<file path="config.mk">
export PLATFORM = sky130hd
export DESIGN_NAME = crossing_ctrl
export DESIGN_NICKNAME = d
export VERILOG_FILES = /design/src/rtl/crossing_ctrl_pkg.sv /design/src/rtl/crossing_ctrl_ms_timer.sv /design/src/rtl/crossing_ctrl.sv
export SDC_FILE = /design/constraint.sdc
export NUM_CORES = 1
export LEC_CHECK = 0
export CAP_MARGIN = 40
export CORE_MARGIN = 1
export CORE_UTILIZATION = 61
export CTS_CLUSTER_DIAMETER = 200
export CTS_CLUSTER_SIZE = 24
export DETAILED_ROUTE_END_ITERATION = 7
export GPL_TIMING_DRIVEN = 0
export PLACE_DENSITY = 0.8
export SKIP_CTS_REPAIR_TIMING = 1
export SLEW_MARGIN = 10
export SYNTH_ARGS = -nofsm -noshare
export SYNTH_HDL_FRONTEND = slang
export SYNTH_SLANG_ARGS = --single-unit
</file>
<file path="constraint.sdc">
create_clock -name clklf -period 6 [get_ports clklf]
set_input_delay 0.6 -clock clklf [delete_from_list [all_inputs] [get_ports clklf]]
set_output_delay 0.6 -clock clklf [all_outputs]
set_load 0.05 [all_outputs]
</file>
<file path="src/rtl/crossing_ctrl_pkg.sv">
// Shared state encoding and default timing for the pedestrian crossing controller.
package crossing_ctrl_pkg;

  typedef enum logic [3:0] {
    ST_IDLE      = 4'd0,
    ST_INIT      = 4'd1,
    ST_S1_GO     = 4'd2,
    ST_S1_GREEN  = 4'd3,
    ST_S1_YELLOW = 4'd4,
    ST_ALLRED1   = 4'd5,
    ST_S2_GO     = 4'd6,
    ST_S2_GREEN  = 4'd7,
    ST_ALLRED2   = 4'd8,
    ST_FAULT     = 4'd9
  } state_t;

  localparam int DEF_TICKS_PER_MS = 10;
  localparam int DEF_T_GREEN1     = 8000;
  localparam int DEF_T_MIN1       = 2000;
  localparam int DEF_T_YELLOW1    = 2000;
  localparam int DEF_T_ALLRED     = 1000;
  localparam int DEF_T_GREEN2     = 5000;
  localparam int DEF_T_ACK        = 5;

  // True when `limit` ms have elapsed, or will have elapsed at this cycle's ms tick.
  function automatic logic ms_reached(input logic [15:0] elapsed, input logic tick,
                                      input logic [15:0] limit);
    return ({1'b0, elapsed} + {16'd0, tick}) >= {1'b0, limit};
  endfunction

endpackage

</file>
<file path="src/rtl/crossing_ctrl_ms_timer.sv">
// Millisecond prescaler plus 16-bit ms down-counter; both restart on load.
module ms_timer #(
  parameter int TICKS_PER_MS = 10
) (
  input  logic        clklf,
  input  logic        reset,
  input  logic        load,
  input  logic [15:0] duration,
  output logic        ms_tick,
  output logic        expired
);

  logic [15:0] presc;
  logic [15:0] remaining;

  assign ms_tick = (presc == 16'(TICKS_PER_MS - 1));
  // Expiry is flagged in the cycle whose tick brings the count to zero,
  // so the owner leaves the state exactly duration*TICKS_PER_MS cycles after entry.
  assign expired = (remaining == 16'd0) || (ms_tick && remaining == 16'd1);

  always_ff @(posedge clklf or negedge reset) begin
    if (!reset) begin
      presc     <= 16'd0;
      remaining <= 16'd0;
    end else if (load) begin
      presc     <= 16'd0;
      remaining <= duration;
    end else begin
      presc <= ms_tick ? 16'd0 : presc + 16'd1;
      if (ms_tick && remaining != 16'd0) remaining <= remaining - 16'd1;
    end
  end

endmodule

</file>
<file path="src/rtl/crossing_ctrl.sv">
// Two-signal crossing controller: sequences S1/S2 via set/change pulses,
// supervises light feedback and latches a sticky fault.
module crossing_ctrl
  import crossing_ctrl_pkg::*;
#(
  parameter int TICKS_PER_MS = DEF_TICKS_PER_MS,
  parameter int T_GREEN1     = DEF_T_GREEN1,
  parameter int T_MIN1       = DEF_T_MIN1,
  parameter int T_YELLOW1    = DEF_T_YELLOW1,
  parameter int T_ALLRED     = DEF_T_ALLRED,
  parameter int T_GREEN2     = DEF_T_GREEN2,
  parameter int T_ACK        = DEF_T_ACK
) (
  input  logic       clklf,
  input  logic       reset,
  input  logic       en,
  input  logic       request,
  input  logic       g1,
  input  logic       y1,
  input  logic       r1,
  input  logic       g2,
  input  logic       r2,
  output logic       set1,
  output logic       change1,
  output logic       set2,
  output logic       change2,
  output logic       fault,
  output logic [3:0] state_o
);

  state_t      state, nxt_state;
  logic        en_meta, en_sync, req_meta, request_sync, req_latch;
  logic        nxt_set1, nxt_change1, nxt_set2, nxt_change2;
  logic        load, ms_tick, expired;
  logic [15:0] duration, elapsed_ms;
  logic        ack_state, ack_now, ack_seen, ack_timeout;
  logic        conflict, req_pend, min_reached;

  assign state_o = state;

  always_ff @(posedge clklf or negedge reset) begin
    if (!reset) begin
      en_meta      <= 1'b0;
      en_sync      <= 1'b0;
      req_meta     <= 1'b0;
      request_sync <= 1'b0;
    end else begin
      en_meta      <= en;
      en_sync      <= en_meta;
      req_meta     <= request;
      request_sync <= req_meta;
    end
  end

  ms_timer #(.TICKS_PER_MS(TICKS_PER_MS)) u_ms_timer (
    .clklf   (clklf),
    .reset   (reset),
    .load    (load),
    .duration(duration),
    .ms_tick (ms_tick),
    .expired (expired)
  );

  // Feedback expected after the command issued on entry to each state.
  always_comb begin
    ack_state = 1'b1;
    ack_now   = 1'b0;
    case (state)
      ST_INIT:      ack_now = r1 & r2;
      ST_S1_GO:     ack_now = g1;
      ST_S1_YELLOW: ack_now = y1;
      ST_ALLRED1:   ack_now = r1;
      ST_S2_GO:     ack_now = g2;
      ST_ALLRED2:   ack_now = r2;
      default:      ack_state = 1'b0;
    endcase
  end

  assign ack_timeout = ack_state && !ack_seen && !ack_now &&
                       ms_reached(elapsed_ms, ms_tick, 16'(T_ACK));
  assign conflict    = (g1 | y1) & g2;
  assign req_pend    = req_latch | request_sync;
  assign min_reached = ms_reached(elapsed_ms, ms_tick, 16'(T_MIN1));

  always_comb begin
    nxt_state   = state;
    nxt_set1    = 1'b0;
    nxt_set2    = 1'b0;
    nxt_change1 = 1'b0;
    nxt_change2 = 1'b0;
    if (state == ST_FAULT) begin
      nxt_state = ST_FAULT;
    end else if (conflict || ack_timeout) begin
      nxt_state = ST_FAULT;
      nxt_set1  = 1'b1;
      nxt_set2  = 1'b1;
    end else if (state != ST_IDLE && !en_sync) begin
      nxt_state = ST_IDLE;
      nxt_set1  = 1'b1;
      nxt_set2  = 1'b1;
    end else begin
      case (state)
        ST_IDLE: if (en_sync) begin
          nxt_state = ST_INIT;
          nxt_set1  = 1'b1;
          nxt_set2  = 1'b1;
        end
        ST_INIT: if (ack_now) begin
          nxt_state   = ST_S1_GO;
          nxt_change1 = 1'b1;
        end
        ST_S1_GO:    if (ack_now) nxt_state = ST_S1_GREEN;
        ST_S1_GREEN: if (expired || (req_pend && min_reached)) begin
          nxt_state   = ST_S1_YELLOW;
          nxt_change1 = 1'b1;
        end
        ST_S1_YELLOW: if (expired) begin
          nxt_state   = ST_ALLRED1;
          nxt_change1 = 1'b1;
        end
        ST_ALLRED1: if (expired) begin
          nxt_state   = ST_S2_GO;
          nxt_change2 = 1'b1;
        end
        ST_S2_GO:    if (ack_now) nxt_state = ST_S2_GREEN;
        ST_S2_GREEN: if (expired) begin
          nxt_state   = ST_ALLRED2;
          nxt_change2 = 1'b1;
        end
        ST_ALLRED2: if (expired) begin
          nxt_state   = ST_S1_GO;
          nxt_change1 = 1'b1;
        end
        default: nxt_state = ST_FAULT;
      endcase
    end
  end

  // Every transition is a change of state, so entry is simply "next differs".
  assign load = (nxt_state != state);

  always_comb begin
    duration = 16'd0;
    case (nxt_state)
      ST_INIT, ST_S1_GO, ST_S2_GO: duration = 16'(T_ACK);
      ST_S1_GREEN:                 duration = 16'(T_GREEN1);
      ST_S1_YELLOW:                duration = 16'(T_YELLOW1);
      ST_ALLRED1, ST_ALLRED2:      duration = 16'(T_ALLRED);
      ST_S2_GREEN:                 duration = 16'(T_GREEN2);
      default:                     duration = 16'd0;
    endcase
  end

  always_ff @(posedge clklf or negedge reset) begin
    if (!reset) begin
      state      <= ST_IDLE;
      set1       <= 1'b0;
      set2       <= 1'b0;
      change1    <= 1'b0;
      change2    <= 1'b0;
      fault      <= 1'b0;
      elapsed_ms <= 16'd0;
      ack_seen   <= 1'b0;
      req_latch  <= 1'b0;
    end else begin
      state   <= nxt_state;
      set1    <= nxt_set1;
      set2    <= nxt_set2;
      change1 <= nxt_change1;
      change2 <= nxt_change2;
      fault   <= (nxt_state == ST_FAULT);
      if (load) begin
        elapsed_ms <= 16'd0;
        ack_seen   <= 1'b0;
      end else begin
        if (ms_tick && elapsed_ms != 16'hFFFF) elapsed_ms <= elapsed_ms + 16'd1;
        if (ack_now) ack_seen <= 1'b1;
      end
      if (load && nxt_state == ST_S2_GREEN) req_latch <= 1'b0;
      else if (request_sync)                req_latch <= 1'b1;
    end
  end

endmodule
</file>
* Word-level counts from Yosys, hierarchy flattened
Memory sizes are Yosys's and may differ from the RTL's. Cells that the tools add are included.
Word-level totals: register bits 62, memories kept 1, logic and storage cells 107, bits in read-only memories 192
Memory list:
- (name not given) | words 16, width 12, read ports 1, clocked after Yosys merged registers in 0, write ports 0, RTL line crossing_ctrl.sv:144 | case (nxt_state)
Operators by class: equal/unequal tests 15, reductions and logical operators 26, order comparisons 2, muxes and demuxes 41, bitwise logic cells 4, add/subtract/negate cells 4
Operator list (count):
- 16-bit 2-to-1 mux | 6
- 4-bit 2-to-1 mux | 12
- 4-bit case mux with 9 select lines | 1
- 16-bit by 1-bit adder with 16-bit output (second input constant) | 2
- 4-bit by 3-bit equality test with 1-bit output (second input constant) | 5
- 1-bit 2-to-1 mux | 20
- 16-bit by 1-bit adder with 17-bit output | 1
- 17-bit by 11-bit greater-or-equal comparator with 1-bit output (second input constant) | 1
- 17-bit by 3-bit greater-or-equal comparator with 1-bit output (second input constant) | 1
- 16-bit by 1-bit equality test with 1-bit output (second input constant) | 1
- 16-bit by 4-bit equality test with 1-bit output (second input constant) | 1
- 16-bit zero test | 1
- 16-bit != test (second input constant) | 1
- 16-bit nonzero test | 1
- 16-bit by 1-bit subtractor with 16-bit output (second input constant) | 1
- 4-bit equality test (second input constant) | 3
- 1-bit logical AND | 9
- 4-bit by 2-bit equality test with 1-bit output (second input constant) | 2
- 2-bit nonzero test | 4
- 1-bit case mux with 6 select lines | 1
- 6-bit OR reduction | 1
- 4-bit by 1-bit equality test with 1-bit output (second input constant) | 1
- 4-bit zero test | 1
- 4-bit != test | 1
- other kinds (7) | 14

* Logic depth before layout (Yosys ltp)
Gate-level depths: netlist (run 1).
depth after elaboration 13, gate-level depth with buffers 20, depth with buffers taken out 17

* Cells and area by module
Synthesis (run 1) repeated with hierarchy kept, for this count alone.
Unflattened totals: cell total of the unflattened synthesis 492, area total of the unflattened synthesis 4319.1 µm²
Modules (own cells, without submodules):
- crossing_ctrl | instances 1, area each 2441.1 µm², cells each 288
- ms_timer | instances 1, area each 1878.1 µm², cells each 204

* Worst setup path after synthesis (run 1)
Ideal clock, no wire load.
path kind register -> register, from reg u_ms_timer.presc[11], to reg u_ms_timer.remaining[12], library setup time 125 ps, required time 5875 ps, stages on the path, launching flop included 18, slack 1247 ps, arrival time 4628 ps, cell sequence dfrtp_1 or4_1 nor4_1 nor3b_1 ha_1 ha_1 clkbuf_1 nand3_1 or4_1 o211ai_1 nand4_1 o41a_1 or2_2 clkbuf_1 o211ai_1 a31oi_2 nand3b_4 mux2_2
On the way: cells in the longest elaborated chain, start to end 12, elaborated cells on any way between the ends 24
RTL lines:
- from (decl) | RTL line crossing_ctrl_ms_timer.sv:13 | logic [15:0] presc;
- from (signal assigned) | RTL line crossing_ctrl_ms_timer.sv:29 | presc <= ms_tick ? 16'd0 : presc + 16'd1;
- 16-bit by 4-bit equality test with 1-bit output * | RTL line crossing_ctrl_ms_timer.sv:16 | assign ms_tick = (presc == 16'(TICKS_PER_MS - 1));
- 16-bit by 1-bit adder with 17-bit output | RTL line crossing_ctrl_pkg.sv:28 | return ({1'b0, elapsed} + {16'd0, tick}) >= {1'b0, limit};
- 17-bit by 11-bit greater-or-equal comparator with 1-bit output | RTL line crossing_ctrl_pkg.sv:28
- 1-bit logical AND | RTL line crossing_ctrl.sv:113 | ST_S1_GREEN: if (expired || (req_pend && min_reached)) begin
- 1-bit logical OR | RTL line crossing_ctrl.sv:113
- 4-bit 2-to-1 mux | RTL line crossing_ctrl.sv:113
- 4-bit case mux with 9 select lines | RTL line crossing_ctrl.sv:102 | case (state)
- 4-bit 2-to-1 mux | RTL line crossing_ctrl.sv:97 | end else if (state != ST_IDLE && !en_sync) begin
- 4-bit 2-to-1 mux | RTL line crossing_ctrl.sv:93 | end else if (conflict || ack_timeout) begin
- 4-bit 2-to-1 mux | RTL line crossing_ctrl.sv:91 | if (state == ST_FAULT) begin
- memory 16 x 12 bit / 4-bit != test (equally long branches)
- 16-bit 2-to-1 mux / 2-bit nonzero test (equally long branches)
- to (signal assigned) | RTL line crossing_ctrl_ms_timer.sv:27 | remaining <= duration;
- to (signal assigned) | RTL line crossing_ctrl_ms_timer.sv:30 | if (ms_tick && remaining != 16'd0) remaining <= remaining - 16'd1;
- to (decl) | RTL line crossing_ctrl_ms_timer.sv:14 | logic [15:0] remaining;
Mark *: on every way between the ends. The rest lies on a longest branch, timed or not. A chain may end at the register's enable or synchronous reset.

* Worst setup path in the final report (run 1)
from reg u_ms_timer.presc[11], to reg u_ms_timer.presc[10]
On the way: cells in the longest elaborated chain, start to end 12, elaborated cells on any way between the ends 22
RTL lines:
- 16-bit by 4-bit equality test with 1-bit output * | RTL line crossing_ctrl_ms_timer.sv:16
- 16-bit by 1-bit adder with 17-bit output | RTL line crossing_ctrl_pkg.sv:28
- 17-bit by 11-bit greater-or-equal comparator with 1-bit output | RTL line crossing_ctrl_pkg.sv:28
- 1-bit logical AND | RTL line crossing_ctrl.sv:113
- 1-bit logical OR | RTL line crossing_ctrl.sv:113
- 4-bit 2-to-1 mux | RTL line crossing_ctrl.sv:113
- 4-bit case mux with 9 select lines | RTL line crossing_ctrl.sv:102
- 4-bit 2-to-1 mux | RTL line crossing_ctrl.sv:97
- 4-bit 2-to-1 mux * | RTL line crossing_ctrl.sv:93
- 4-bit 2-to-1 mux * | RTL line crossing_ctrl.sv:91
- named net nxt_state[2] | RTL line crossing_ctrl.sv:31 | state_t state, nxt_state;
- 4-bit != test * | RTL line crossing_ctrl.sv:140 | assign load = (nxt_state != state);
- 16-bit 2-to-1 mux * | RTL line crossing_ctrl_ms_timer.sv:25 | end else if (load) begin
The timed path passes the listed nets; every way through them passes the cells marked *.

==> results of run 1 <==
report_power, final:
part | internal, W | switching, W
registers | 0.000419 | 0.000000780
clock network | 0.000233 | 0.000169
logic | 0.00000622 | 0.0000119
total | 0.000658 | 0.000182
worst max-delay path by stage:
stage,cells past startpoint,start,slack [ps],endpoint
2_1_floorplan,17,u_ms_timer.presc[11],1250,u_ms_timer.remaining[12]
3_3_place_gp,18,u_ms_timer.presc[11],180,u_ms_timer.presc[12]
3_5_place_dp,18,u_ms_timer.presc[11],70,u_ms_timer.presc[10]
4_1_cts,18,u_ms_timer.presc[11],20,u_ms_timer.presc[10]
5_1_grt,17,u_ms_timer.presc[12],50,u_ms_timer.presc[10]
6_report,17,u_ms_timer.presc[11],500,u_ms_timer.presc[10]
flip-flops by register name (all words and copies together), names as in the netlist:
register	cells
ack_seen	1
fault	1
state_o	4
elapsed_ms	16
u_ms_timer.remaining	16
change2	1
request_sync	1
req_latch	1
en_meta	1
change1	1
en_sync	1
u_ms_timer.presc	16
req_meta	1
set2	1
cells by family (layout without fill, tap and decap cells):
group,count (synthesis),in the layout,share of synthesized area (%)
AO/OA/AOI/OAI,63,63,11.3
XOR/XNOR,50,50,10.8
adder cells (fa/ha/maj),9,9,2.78
buffers and inverters,38,70,4.24
flip-flops,62,62,38.3
multiplexers,18,18,4.67
AND/OR/NAND/NOR,217,217,27.9
layout by cell type (no fill, tap or decap), types with 3 or more instances in the layout:
master and n:
sky130_fd_sc_hd__nor2_1 66, sky130_fd_sc_hd__dfrtp_1 62, sky130_fd_sc_hd__nand2_1 36, sky130_fd_sc_hd__xnor2_1 26, sky130_fd_sc_hd__nand3_1 24, sky130_fd_sc_hd__xor2_1 24, sky130_fd_sc_hd__nor3_1 19, sky130_fd_sc_hd__clkdlybuf4s50_1 16
sky130_fd_sc_hd__inv_1 14, sky130_fd_sc_hd__nand4_1 12, sky130_fd_sc_hd__o21ai_0 12, sky130_fd_sc_hd__clkbuf_1 11, sky130_fd_sc_hd__a21oi_1 11, sky130_fd_sc_hd__mux2i_1 11, sky130_fd_sc_hd__clkbuf_8 9, sky130_fd_sc_hd__nor4_1 8
sky130_fd_sc_hd__and3_1 8, sky130_fd_sc_hd__ha_1 8, sky130_fd_sc_hd__or4_1 7, sky130_fd_sc_hd__buf_2 7, sky130_fd_sc_hd__mux2_2 7, sky130_fd_sc_hd__or3_1 6, sky130_fd_sc_hd__nand2b_1 6, sky130_fd_sc_hd__nor2b_1 5
sky130_fd_sc_hd__o21a_1 4, sky130_fd_sc_hd__a31oi_1 4, sky130_fd_sc_hd__nor4_2 3, sky130_fd_sc_hd__o31ai_1 3, sky130_fd_sc_hd__o211ai_1 3, sky130_fd_sc_hd__a22oi_1 3, sky130_fd_sc_hd__a211oi_1 3
layer usage:
| metal | routed length (µm) | GRT usage (%) | vias to the layer above |
|---|---|---|---|
| met3 | 454 | 5.96 | 24 |
| met1 | 4260 | 38.0 | 1678 |
| met2 | 4320 | 45.7 | 115 |
| li1 | - | - | 1682 |
| met5 | 0 | 0 | - |
| met4 | 194 | 10.5 | 0 |
cells in the mapped netlist (all sizes together) (12+ instances only):
cell and number:
nor2 66, dfrtp 62, nand2 36, xnor2 26, nand3 24, xor2 24
nor3 20, inv 14, nand4 13, clkbuf 12, nor4 12, o21ai 12
worst max-delay path: stages (launching register included):
cell and delay [ps]:
sky130_fd_sc_hd__dfrtp_1 410, sky130_fd_sc_hd__or4_1 610, sky130_fd_sc_hd__nor4_2 200, sky130_fd_sc_hd__nor3b_2 300, sky130_fd_sc_hd__ha_1 270, sky130_fd_sc_hd__ha_2 300
sky130_fd_sc_hd__nand3_1 220, sky130_fd_sc_hd__or4_1 450, sky130_fd_sc_hd__o211ai_1 190, sky130_fd_sc_hd__nand4_1 250, sky130_fd_sc_hd__o41a_1 610, sky130_fd_sc_hd__nor3_2 280
sky130_fd_sc_hd__nand2_1 180, sky130_fd_sc_hd__clkinv_1 200, sky130_fd_sc_hd__xnor2_1 230, sky130_fd_sc_hd__nand4b_2 300, sky130_fd_sc_hd__buf_2 280, sky130_fd_sc_hd__nor2_1 130
stage by stage:
stage / setup slack, ps / total power, W / hold slack, ps / area (µm²)
floorplan: 1250 / 0.000432 / 304 / 4050
global placement: 182 / 0.000446 / 344 / 4310
CTS: 16.3 / 0.000852 / 354 / 4520
global route: 49.3 / 0.000869 / 380 / 4550
finish: 496 / 0.000840 / 319 / 4550
detailed placement: 65.4 / 0.000446 / 338 / 4310
final cells by class:
cell class | count | area [µm²] | share of cell area, %
clock inverter | 6 | 86.3 | 1.90
sequential | 62 | 1550 | 34.1
multi-input combinational | 357 | 2350 | 51.7
timing repair buffer | 17 | 168 | 3.69
clock buffer | 10 | 128 | 2.81
inverter | 15 | 56.3 | 1.24
buffer | 22 | 111 | 2.45
tap | 77 | 96.3 | 2.12
==> results by group, run 1 <==
Timing
  – Transition at the pin with the smallest max-transition slack: 776 ps
  – Worst relative slew slack: 48.3%
  – Minimum clock period: 5500 ps
  – Setup repair after global routing missed its margin: false
  – Layout Skew: 11.0 ps
  – Max Clock Freq: 182 MHz
  – Final period util: 91.7%
  – Endpoints failing hold: 0
  – Accumulated negative setup slack: 0 ps
  – Setup-failing EPs final: 0
  – Number of pins with negative max-slew slack in the final report: 0

Global routing
  – Antenna violations before repair: 0
  – Leftover overflow at the end of global routing: 0
  – Total GRT Usage: 28.4%
  – Vias in the first global route: 3442
  – Largest net degree at the start of global routing: 63
  – Global-route wire length before repair: 15800 µm

Critical path
  – Critical register-to-register path startpoint: u_ms_timer.presc[11]
  – Cell count of the worst reg-to-reg path: 17
  – Critical R2R Capture: u_ms_timer.presc[10]
  – Type of element capturing the critical path: register
  – Signal arrival time at the worst endpoint: 5780 ps
  – Flop2flop setup slack: 500 ps
  – Critical Path Fanout Max: 10
  – Worst endpoint required time: 6270 ps
  – WS Path Type: reg2reg
  – Launching element type of the critical path: register

Yosys
  – Post-synthesis cell type with the largest combined area: sky130_fd_sc_hd__dfrtp_1
  – Cell count after synthesis: 457
  – Number of enable flip-flop cells after synthesis: 0
  – Synthesis warning total: 0
  – Share of synthesized registers carrying an async set or reset: 100%
  – Part of the Yosys area used for sequential elements: 38.3%
  – Mapped Nets: 475
  – Avg Synthesized Cell Area: 8.85 µm²
  – Register bit count reported by yosys: 62
  – Mapped cell area: 4050 µm²
  – Unique masters post-synth: 65
  – Leading post-synthesis cells by cell area: sky130_fd_sc_hd__dfrtp_1 38%, sky130_fd_sc_hd__nor2_1 6.1%, sky130_fd_sc_hd__xnor2_1 5.6%, sky130_fd_sc_hd__xor2_1 5.2%, sky130_fd_sc_hd__nand2_1 3.3%
  – Share of the synthesized area in the top cell type: 38.3%
  – Primary flip-flop cell chosen by synthesis mapping: sky130_fd_sc_hd__dfrtp_1

Die
  – Die Height: 83.4 µm
  – CORE AREA: 6390 µm²
  – Die X-Extent: 83.4 µm
  – Total die area: 6960 µm²
  – Starting Density: 63.4%
  – Count of standard-cell rows: 29
  – Top-level I/O count: 18

Flow run
  – Max-cap violations: 0

Routing
  – Number of nets with antenna violations after routing: 0
  – Total detailed-routing wirelength: 9230 µm
  – DRC viols: 0
  – 1st-iter DRT viols: 294
  – Routed vias/inst: 6.18
  – Total number of vias: 3499
  – Iteration count of the initial detailed-routing pass: 5
  – Average wire per cell in the routed design: 16.3 µm

Finish
  – Area overhead of the layout relative to synthesis: 12.3%
  – Antenna diode instance count: 0
  – Number of fillers in the final layout: 525
  – Non-filler instance count after layout: 566
  – Fraction of the core area covered by cells at the end of the flow: 71.2%
  – Number of nets at the end of the flow: 502
  – Ratio of cells with drive above 1 in the final layout: 10.0%

Clocking
  – Clock tree sinks: 62
  – CTS max path bufs: 2
  – Num CTS Buffers: 9
  – Htree depth: 3
  – Clock tree from TritonCTS: done
  – Clock Pin Slew Worst Setup and Hold Paths: 70 ps
  – Clk Latency, worst-skew pair: 350 ps
  – Cell chosen for the clock root: sky130_fd_sc_hd__clkbuf_8

Worst hold path
  – Hold crit path type: in2async

Place
  – Cells after DPL: 551
  – Routability-driven placement congestion ratio: 0.938
  – Buffers added on ports: 17
  – Half-perimeter wire length after detailed placement: 6460 µm

Outcome
  – Status: completed

Pwr
  – Leakage Power: 1.88 nW
  – Pwr/cell area: 185 nW/µm²
  – VDD IR-drop max: 0.182 mV
Power figures use the tool's default switching activity.
==> run 2, diff against run 1 <==
GPL_ROUTABILITY_DRIVEN = 0   (was default)
==> results by group, run 2 (synthesized netlist as in run 1, its figures left out) <==
Critical path
  – Critical Path Fanout Max: 10 (unchanged)
  – Flop2flop setup slack: 390 ps (-100 ps)
  – WS Path Type: reg2reg
  – Worst endpoint required time: 6230 ps (-40 ps)
  – Signal arrival time at the worst endpoint: 5840 ps (+60 ps)
  – Worst path slowest cell: sky130_fd_sc_hd__o41a_1
  – Type of element capturing the critical path: register
  – Worst stage delay on the critical path: 640 ps (+30 ps)
  – Critical Path, Cell by Cell: or4_1, nor4_1, nor3b_2, ha_1, ha_2, nand3_1, or4_1, o211ai_1, nand4_1, o41a_1, or2_2, clkbuf_1, o211ai_1, a31oi_2, nand3b_4, buf_6, buf_6, nor2_1
  – Launching element type of the critical path: register

Timing
  – Layout Skew: 8.04 ps (-2.96 ps)
  – Transition at the pin with the smallest max-transition slack: 774 ps (-1.96 ps)
  – Minimum clock period: 5610 ps (+104 ps)
  – Worst relative slew slack: 48.4% (+0.13 points)
  – Setup-failing EPs final: 0 (unchanged)
  – Accumulated negative setup slack: 0 ps (unchanged)
  – Max Clock Freq: 178 MHz (-1.9%)
  – Final period util: 93.5% (+1.7 points)
  – Number of pins with negative max-slew slack in the final report: 0 (unchanged)
  – Setup repair after global routing missed its margin: false
  – Endpoints failing hold: 0 (unchanged)

Outcome
  – Status: completed

Worst hold path
  – Hold crit path type: in2async

Clocking
  – Clock tree sinks: 62 (unchanged)
  – Clock tree from TritonCTS: done
  – Htree depth: 3 (unchanged)
  – Clock Pin Slew Worst Setup and Hold Paths: 80 ps (about the same)
  – Num CTS Buffers: 9 (unchanged)
  – CTS max path bufs: 2 (unchanged)
  – Clk Latency, worst-skew pair: 340 ps (about the same)
  – Cell chosen for the clock root: sky130_fd_sc_hd__clkbuf_8

Die
  – Top-level I/O count: 18 (unchanged)
  – CORE AREA: 6390 µm² (unchanged)
  – Count of standard-cell rows: 29 (unchanged)
  – Starting Density: 63.4% (unchanged)
  – Total die area: 6960 µm² (unchanged)
  – Die X-Extent: 83.4 µm (unchanged)
  – Die Height: 83.4 µm (unchanged)

Global routing
  – Peak-usage layer in the global routing report: met2
  – Leftover overflow at the end of global routing: 0 (unchanged)
  – GRT met3 Usage: 6.46% (+0.50 points)
  – Antenna violations before repair: 0 (unchanged)
  – Total GRT Usage: 28.1% (-0.26 points)
  – Global-route wire length before repair: 15500 µm (-1.8%)
  – Met2 Use GR: 45.4% (-0.30 points)
  – Vias in the first global route: 3331 (-3.2%)
  – Largest net degree at the start of global routing: 63 (unchanged)
  – Global Route met1 Usage: 37.7% (-0.25 points)

Finish
  – Number of fillers in the final layout: 510 (-2.9%)
  – Number of nets at the end of the flow: 503 (+0.20%)
  – Largest registers: elapsed_ms: 16 flops, u_ms_timer.presc: 16 flops, u_ms_timer.remaining: 16 flops
  – Ratio of cells with drive above 1 in the final layout: 10.2% (+0.18 points)
  – Area overhead of the layout relative to synthesis: 12.9%
  – Antenna diode instance count: 0 (unchanged)
  – Final non-filler cell area: 4570 µm² (+0.52%)
  – Commonest non-fill, non-tap cells in the layout: 66 x sky130_fd_sc_hd__nor2_1, 62 x sky130_fd_sc_hd__dfrtp_1, 36 x sky130_fd_sc_hd__nand2_1
  – Most common cell after layout, fill and taps aside: sky130_fd_sc_hd__nor2_1

Routing
  – 1st-iter DRT viols: 377 (+28%)
  – Total detailed-routing wirelength: 9100 µm (-1.4%)
  – Iteration count of the initial detailed-routing pass: 5 (unchanged)
  – Number of nets with antenna violations after routing: 0 (unchanged)
  – DRC viols: 0 (unchanged)
  – Total number of vias: 3502 (+0.086%)
  – Routed vias/inst: 6.18 (about the same)
  – Average wire per cell in the routed design: 16.0 µm (-1.6%)

Pwr
  – Pwr/cell area: 189 nW/µm² (+2.0%)
  – Leakage Power: 1.89 nW (+0.48%)
  – VDD IR-drop max: 0.143 mV (-21%)

Flow run
  – Max-cap violations: 0 (unchanged)

Place
  – Buffers added on ports: 17 (unchanged)
  – Area after detailed placement: 4310 µm² (unchanged)
  – Half-perimeter wire length after detailed placement: 6380 µm (-1.2%)
[run 2: changes by cell type in the layout (fill, tap and decap cells not counted), sizes merged]
cell | previous run | this run
clkinvlp | 1 | 2
buf | 12 | 13
clkinv | 4 | 1
inv | 14 | 16
[run 2: worst paths after layout]
check | depth (start not counted) | start | to
setup / recovery | 18 | u_ms_timer.presc[12] | elapsed_ms[11]
hold / removal | 1 | reset | change1
setup reg to reg | 18 | u_ms_timer.presc[12] | elapsed_ms[11]
hold reg to reg | 0 | en_meta | en_sync
max in group asynchronous | 1 | reset | elapsed_ms[4]
min in group clklf | 0 | en_meta | en_sync
[run 2: routing by layer]
metal	wire length (µm)	share of wire, %
met5	0	0
met4	175	1.9
met3	478	5.3
met2	4310	47
met1	4140	45
[run 2: per-stage QoR]
step / power (W) / util, % / instances / setup slack [ps] / hold slack (ps)
final: 0.000862 / 71.6 / 567 / 392 / 323
after global routing: 0.000889 / 71.6 / 567 / 83.8 / 381
after CTS: 0.000868 / 71.1 / 567 / -49.6 / 362
after detailed placement: 0.000446 / 67.5 / 551 / 15.0 / 338
after global placement: 0.000446 / 67.5 / 551 / 192 / 344
after floorplan: 0.000432 / - / 457 / 1250 / 304
[run 2: where the power goes]
part / switching [W] / internal [W]
Combinational: 0.0000119 / 0.00000622
Sequential: 0.000000792 / 0.000419
Clock: 0.000176 / 0.000248
Total: 0.000189 / 0.000673
[run 2: critical path: cells and delay by family (launching register included)]
kind | cells | cell delay (ps)
AOI/OAI and AO/OA | 4 | 1220
DFF | 1 | 420
buffers and inverters | 3 | 560
and+or+nand+nor | 9 | 2730
adders and majority gates | 2 | 550
[run 2: area by class of cell]
| cell class | count | area [µm²] | area share (%) |
|---|---|---|---|
| multi-input cells | 357 | 2350 | 51.4 |
| flip-flops and latches | 62 | 1550 | 34.0 |
| repair buffers | 18 | 175 | 3.83 |
| clock buffers | 10 | 138 | 3.01 |
| plain buffers | 22 | 111 | 2.44 |
| well taps | 77 | 96.3 | 2.11 |
| clock inverters | 6 | 92.6 | 2.03 |
| inverters | 15 | 56.3 | 1.23 |
